**config.mk**
```make
export PLATFORM = sky130hd
export DESIGN_NAME = fifo_read_prefetch
export DESIGN_NICKNAME = d
export VERILOG_FILES = /design/src/rtl/fifo_read_prefetch.sv
export SDC_FILE = /design/constraint.sdc
export NUM_CORES = 1
export LEC_CHECK = 0
export ABC_AREA = 1
export BUFFER_PORTS_ARGS = -buffer_cell sky130_fd_sc_hd__clkbuf_2
export CAP_MARGIN = 10
export CORE_UTILIZATION = 45
export DETAILED_ROUTE_END_ITERATION = 8
export PLACE_DENSITY = 0.78
export SETUP_SLACK_MARGIN = 0.2
export SYNTH_ARGS = -nofsm -noshare
export SYNTH_HDL_FRONTEND = slang
export SYNTH_SLANG_ARGS = --single-unit
```
**constraint.sdc**
```tcl
create_clock -name clk -period 2.3 [get_ports clk]
set_clock_uncertainty 0.1 [all_clocks]
set_input_delay 0.23 -clock clk [delete_from_list [all_inputs] [get_ports clk]]
set_output_delay 0.23 -clock clk [all_outputs]
set_load 0.03 [all_outputs]
```
**src/rtl/fifo_read_prefetch.sv**
```systemverilog
// Read-side prefetcher: pops a latency-L source FIFO/RAM and presents entries as a valid/ready stream.
// Optional protocol checker enabled by defining FIFO_READ_PREFETCH_CHECK_EN.
module fifo_read_prefetch #(
    parameter int unsigned WIDTH        = 32,
    parameter int unsigned READ_LATENCY = 2
) (
    input  logic             clk,
    input  logic             rst,
    input  logic             empty_in,
    output logic             rdreq_out,
    input  logic [WIDTH-1:0] data_in,
    output logic             valid_out,
    input  logic             ready_in,
    output logic [WIDTH-1:0] data_out,
    output logic             error_out
);

    localparam int unsigned SKID_DEPTH = READ_LATENCY + 1;
    localparam int unsigned CNT_W      = $clog2(SKID_DEPTH + 1);
    localparam int unsigned PTR_W      = ($clog2(SKID_DEPTH) > 1) ? $clog2(SKID_DEPTH) : 1;
    localparam int unsigned SUM_W      = CNT_W + 1;

    logic [READ_LATENCY-1:0] inflight_sr;
    logic [CNT_W-1:0]        inflight_cnt;
    logic [CNT_W-1:0]        occ;
    logic [PTR_W-1:0]        wr_ptr;
    logic [PTR_W-1:0]        rd_ptr;
    logic [WIDTH-1:0]        mem [SKID_DEPTH];

    logic             land;
    logic             pop;
    logic             wr_en;
    logic             full;
    logic [SUM_W-1:0] credit_sum;

    function automatic logic [PTR_W-1:0] ptr_inc(input logic [PTR_W-1:0] p);
        return (p == PTR_W'(SKID_DEPTH - 1)) ? '0 : p + PTR_W'(1);
    endfunction

    assign land      = inflight_sr[READ_LATENCY-1];
    assign valid_out = (occ != '0);
    assign pop       = valid_out && ready_in;
    assign full      = (occ == CNT_W'(SKID_DEPTH));
    assign wr_en     = land && (!full || pop);
    assign data_out  = valid_out ? mem[rd_ptr] : '0;

    // Outstanding requests plus buffered entries, crediting a same-cycle pop
    assign credit_sum = SUM_W'(inflight_cnt) + SUM_W'(occ) - SUM_W'(pop);
    assign rdreq_out  = !empty_in && !rst && (credit_sum < SUM_W'(SKID_DEPTH));

    always_ff @(posedge clk) begin
        if (rst) begin
            inflight_sr  <= '0;
            inflight_cnt <= '0;
            occ          <= '0;
            wr_ptr       <= '0;
            rd_ptr       <= '0;
        end else begin
            inflight_sr  <= (inflight_sr << 1) | READ_LATENCY'(rdreq_out);
            inflight_cnt <= inflight_cnt + CNT_W'(rdreq_out) - CNT_W'(land);
            occ          <= occ + CNT_W'(wr_en) - CNT_W'(pop);
            if (wr_en) begin
                wr_ptr <= ptr_inc(wr_ptr);
            end
            if (pop) begin
                rd_ptr <= ptr_inc(rd_ptr);
            end
        end
    end

    // Storage needs no reset: occupancy gates every read
    always_ff @(posedge clk) begin
        if (!rst && wr_en) begin
            mem[wr_ptr] <= data_in;
        end
    end

`ifdef FIFO_READ_PREFETCH_CHECK_EN
    logic valid_q;
    logic ready_q;
    logic err_rdreq;
    logic err_overflow;
    logic err_drop;

    assign err_rdreq    = rdreq_out && empty_in;
    assign err_overflow = land && full && !pop;
    assign err_drop     = valid_q && !valid_out && !ready_q;

    always_ff @(posedge clk) begin
        if (rst) begin
            error_out <= 1'b0;
            valid_q   <= 1'b0;
            ready_q   <= 1'b0;
        end else begin
            error_out <= error_out || err_rdreq || err_overflow || err_drop;
            valid_q   <= valid_out;
            ready_q   <= ready_in;
        end
    end

    always_ff @(posedge clk) begin
        if (!rst) begin
            assert (!err_rdreq);
            assert (!err_overflow);
            assert (!err_drop);
        end
    end
`else
    assign error_out = 1'b0;
`endif

endmodule

```
==> metrics, run 1 <==
status=complete, but fails checks; failing checks=negative setup slack; Antenna Nets Post-Route=0; Worst setup SP type=flop; DP Worst Slack=-0.178 ns; initial antenna violation count=0; Detailed Route WL=8700 µm; CP Buf/Inv Count=4; internal power=3.51 mW; largest net degree at the start of global routing=43; most common cell after layout, fill and taps aside=inv_1; placer congestion estimate=0.790; largest family of logic cells by synthesized area=buffers and inverters; placed cells=630; Clock transition at path regs=0.10 ns; DIE AREA=10600 µm²; Pre-Repair DR Iteration Count=4; critical path depth in cells=13; Via Count=3168; Tcrit/Tclk final=114%; crit-path max FO=3; Crit path required time=1.97 ns; Post-Syn Area=4600 µm²; CTS tree=built; RSZ-0062 raised after global routing=true; WHS=0.0708 ns; area leader, netlist=edfxtp_1; max-slew violations=0; nets=585; grt total ovfl=0; P_sw=2.15 mW; sequential area share after synthesis=67.9%; Max Clk Rate=381 MHz; Core Area=9820 µm²; Finished Layout Cells=681; post-synthesis adder-cell area fraction=1.79%; Sequential Power Share=41.7%; die width=103 µm; Syn-to-layout area delta=25.0%; max cap viols=0; slowest stage delay, CP=0.48 ns; Layout Cell Area excl Fill=5750 µm²; Die Span Y=103 µm; CTS Buf Count=9; TNS Setup=-0.484 ns; n_diodes=0; mux cell area share after synthesis=0%; hold path cells=2; Worst setup EP type=output pin; Yosys top cell area share=62.7%; Root Buffer=clkbuf_8; Max IR drop VDD=0.000466 V; post-synthesis compound-gate area fraction=11.0%; first-pass GRT wire length=13900 µm; Comb pwr share=38.6%; CTS H-tree depth=3; Area contributors post-synth=edfxtp_1 63%, inv_1 9.6%, o21ai_0 5.5%, dfxtp_1 5.2%, nand2_1 4.0%; final core utilization=58.6%; most frequent cells in the layout=116 x inv_1, 96 x edfxtp_1, 68 x clkbuf_2; post-layout minimum cycle time=2.62 ns; register bit total from synthesis=108; clock sink count=108; simple logic cell fraction of the synthesized area=6.85%; Sw Share=38.0%; syn avg cell area=10.7 µm²; vias per std cell=4.65; # port buffers=69; Syn Inst Count=429; critical-path cell list=nor2_4 > nor2_4 > nand2_2 > o21ai_2 > ha_2 > inv_2 > fa_1 > inv_1 > nand2_1 > nand2_2 > nor4_4 > buf_4 > buf_8; Critical-path top delay cell=fa_1; Remaining DRCs=0; class of the worst hold path=in2reg; R2R depth=17; XOR/XNOR Fraction of Synth Area=0.190%; clk_lat worst skew=0.36 ns; Clock Path Buffers=2; Crit path max-delay family=adder cells; post-DP HPWL=5320 µm; Ports=71; final setup fails=3; Synth cell types=21; clock share of power=19.7%; Post-Syn Nets=471; Final WS setup=-0.321 ns; synth warn=0; number of DRC markers in iteration 0=90; placed inst area=5170 µm²; WL/cell=12.8 µm; LEAKAGE=2.64 nW; critical path class=reg2out; vias in the first global route=3043; GRT Overall Usage=17.6%; final hold violation count=0; PwrDens=984 nW/µm²; Starting Density=46.9%; crit path DAT=2.29 ns; Power, Total=5.66 mW; share of cells above drive strength 1=21.7%; row count=36
[registers in the layout, indices dropped and copies added, names as in the netlist, named ones only]
name	flops
inflight_sr	2
inflight_cnt	2
wr_ptr	2
mem	96
occ	2
rd_ptr	2
[metal layers]
metal	GRT usage, %	wire, µm
met5	0	0
met3	3.19	256
met1	20.0	3750
met4	6.28	128
met2	33.0	4560
[synthesized netlist by cell type (all sizes together)]
master	instances
inv	118
edfxtp	96
o21ai	69
nand2	50
a21oi	32
nor2	18
buf	12
dfxtp	12
clkbuf	6
nand3	6
ha	5
nor4	2
conb	1
fa	1
xor2	1
[cell type report]
class,instances,area [µm²]
clock buffer,10,128
sequential,108,3140
tap,133,166
clock inverter,6,62.6
timing repair buffer,121,841
multi-input combinational,185,977
inverter,118,443
fill,830,4070
[logic make-up (layout without fill, tap and decap cells)]
| kind of cell | count (synthesis) | count (layout) |
|---|---|---|
| AOI/OAI and AO/OA | 101 | 101 |
| xor gates and xnor gates | 1 | 1 |
| adders and majority gates | 6 | 6 |
| buffers and inverters | 136 | 255 |
| DFF | 108 | 108 |
| other | 1 | 1 |
| and+or+nand+nor | 76 | 76 |
[final timing paths]
path	from	to	slack, ns
max	occ[0]	rdreq_out	-0.32
min	rst	occ[0]	0.07
max reg2reg	occ[0]	inflight_cnt[1]	-0.16
min reg2reg	inflight_sr[0]	inflight_sr[1]	0.32
[power groups by stage]
stage / clock, mW / combinational, mW / sequential (mW)
after global routing: 1.22 / 2.45 / 2.38
after global placement: 0 / 1.98 / 2.39
after CTS: 1.14 / 2.16 / 2.36
after detailed placement: 0 / 2.05 / 2.40
after floorplan: 0 / 1.53 / 2.35
final: 1.11 / 2.19 / 2.36
[timing repair]
| action | 4_1_cts | 5_1_grt |
|---|---|---|
| setup endpoints to repair | 5 | 34 |
| setup buffers | 1 | 1 |
| gates resized for setup | 9 | 7 |
| pin swaps | 2 | 3 |
| hold buffers | 33 | 0 |
| hold endpoints to repair | 97 | 0 |
Note: power is estimated with default switching activity, not from simulation.
==> run 2: changes to the inputs <==
--- a/config.mk
+++ b/config.mk
@@ -9,9 +9,10 @@
 export BUFFER_PORTS_ARGS = -buffer_cell sky130_fd_sc_hd__clkbuf_2
 export CAP_MARGIN = 10
 export CORE_UTILIZATION = 45
+export CTS_CLUSTER_DIAMETER = 40
 export DETAILED_ROUTE_END_ITERATION = 8
 export PLACE_DENSITY = 0.78
-export SETUP_SLACK_MARGIN = 0.2
+export SETUP_SLACK_MARGIN = 0.4
 export SYNTH_ARGS = -nofsm -noshare
 export SYNTH_HDL_FRONTEND = slang
 export SYNTH_SLANG_ARGS = --single-unit
==> metrics, run 2 (synthesis results as in run 1) <==
Multi-input gate area=1140 µm² (was 977 µm²); Comb pwr share=43.0% (was 38.6%); clk_lat worst skew=0.36 ns (about the same); crit path DAT=2.29 ns (about the same); initial antenna violation count=0 (unchanged); Sequential Power Share=38.7% (was 41.7%); Max Clk Rate=382 MHz (was 381 MHz); n_diodes=0 (unchanged); row count=36 (unchanged); placer congestion estimate=0.790 (unchanged); internal power=3.80 mW (was 3.51 mW); Antenna Nets Post-Route=0 (unchanged); clock share of power=18.3% (was 19.7%); grt total ovfl=0 (unchanged); most frequent cells in the layout=116 x inv_1, 96 x edfxtp_1, 48 x clkbuf_2 (was 116 x inv_1, 96 x edfxtp_1, 68 x clkbuf_2); vias in the first global route=3035 (was 3043); status=complete, but fails checks (unchanged); Via Count=3231 (was 3168); most common cell after layout, fill and taps aside=inv_1 (unchanged); clock sink count=108 (unchanged); WL/cell=13.7 µm (was 12.8 µm); worst reg2reg startpoint=occ[0] (unchanged); Core Area=9820 µm² (unchanged); Max IR drop VDD=0.000509 V (was 0.000466 V); CTS H-tree depth=3 (unchanged); capture point of the worst reg-to-reg path=inflight_cnt[1] (unchanged); final hold violation count=0 (unchanged); max cap viols=0 (unchanged); Clock transition at path regs=0.10 ns (about the same); PwrDens=1010 nW/µm² (was 984 nW/µm²); Syn-to-layout area delta=32.1% (was 25.0%); max-slew violations=0 (unchanged); failing checks=negative setup slack (unchanged); first-pass GRT wire length=13900 µm (about the same); WHS=0.0643 ns (was 0.0708 ns); Die Span Y=103 µm (unchanged); Worst setup EP type=output pin (unchanged); Starting Density=46.9% (unchanged); DIE AREA=10600 µm² (unchanged); R2R setup slack=-0.16 ns (about the same); final setup fails=2 (was 3); Crit path required time=1.97 ns (about the same); Largest register FFs=96 (unchanged); LEAKAGE=2.80 nW (was 2.64 nW); Detailed Route WL=9380 µm (was 8700 µm); crit path launch=occ[0] (unchanged); Tcrit/Tclk final=114% (about the same); Remaining DRCs=0 (unchanged); critical path class=reg2out (unchanged); FILL cells=793 (was 830); TNS Setup=-0.473 ns (was -0.484 ns); P_sw=2.32 mW (was 2.15 mW); FF/Latch Area=3140 µm² (unchanged); Ports=71 (unchanged); Sw Share=38.0% (about the same); vias per std cell=4.73 (was 4.65); # port buffers=69 (unchanged); post-layout minimum cycle time=2.62 ns (about the same); number of DRC markers in iteration 0=93 (was 90); CTS Buf Count=9 (unchanged); Biggest register=mem (unchanged); Worst setup endpoint=rdreq_out (unchanged); Final WS setup=-0.318 ns (was -0.321 ns); largest net degree at the start of global routing=43 (unchanged); class of the worst hold path=in2reg (unchanged); final core utilization=61.9% (was 58.6%); RSZ-0062 raised after global routing=true (unchanged); GRT Overall Usage=17.6% (unchanged); Worst setup SP type=flop (unchanged); post-DP HPWL=5320 µm (unchanged); share of cells above drive strength 1=28.9% (was 21.7%); Root Buffer=clkbuf_8 (unchanged); CTS tree=built (unchanged); Pre-Repair DR Iteration Count=4 (unchanged); R2R depth=17 (unchanged); crit-path max FO=3 (unchanged); Clock Path Buffers=2 (unchanged); nets=587 (was 585); die width=103 µm (unchanged)
## run 2: repair_timing
action,CTS,global route
endpoints found under the setup margin,37,61
resized for setup,9,159
pin swaps,2,25
buffers inserted,1,2
endpoints found under the hold margin,97,0
gates cloned,0,1
hold buffers,33,0
## run 2: how the worst min path moves through the flow
stage	start	endpoint	slack (ns)	depth (start not counted)
after global routing	rst	occ[0]	0.06	2
final	rst	occ[0]	0.06	2
after floorplan	rst	occ[0]	0.19	1
after global placement	inflight_sr[0]	inflight_sr[1]	0.30	2
after CTS	rst	inflight_sr[1]	0.05	2
after detailed placement	inflight_sr[0]	inflight_sr[1]	0.31	2
## run 2: cell type report
class / instances / share of cell area (%)
flip-flops and latches: 108 / 51.6
repair buffers: 123 / 16.5
clock buffers: 10 / 2.10
inverters: 118 / 7.29
clock inverters: 6 / 1.03
multi-input cells: 185 / 18.7
well taps: 133 / 2.74
## run 2: worst max-delay path, stage by stage (launching register included)
cell     delay, ns
dfxtp_4       0.38
nor2_4        0.05
nor2_4        0.09
nand2_2       0.07
o21ai_2       0.06
ha_2          0.19
inv_2         0.03
fa_1          0.48
inv_1         0.04
nand2_1       0.06
nand2_2       0.07
nor4_4        0.15
buf_4         0.16
buf_8         0.11
## run 2: layer usage
metal  GRT usage, %  share of wire [%]  wire length (µm)  vias to the layer above
li1               -                  -                 -                     1610
met2           32.9                 54              5040                       68
met5              0                  0                 0                        -
met3           3.19                3.3               306                       15
met1           20.1                 41              3890                     1538
met4           6.28                1.5               143                        0
## run 2: metrics by stage
stage	cells	instance area, µm²	power (mW)	setup slack (ns)
floorplan	429	4620	3.89	-0.387
global placement	630	5170	4.37	-0.0659
detailed placement	630	5170	4.45	-0.178
CTS	680	5730	5.66	-0.386
global route	683	6080	6.51	-0.436
finish	683	6080	6.12	-0.318
## run 2: power by group through the flow
stage / registers (mW) / clock network, mW / logic, mW
final: 2.37 / 1.12 / 2.63
after global routing: 2.39 / 1.22 / 2.90
after CTS: 2.36 / 1.14 / 2.16
after detailed placement: 2.40 / 0 / 2.05
after global placement: 2.39 / 0 / 1.98
after floorplan: 2.35 / 0 / 1.53
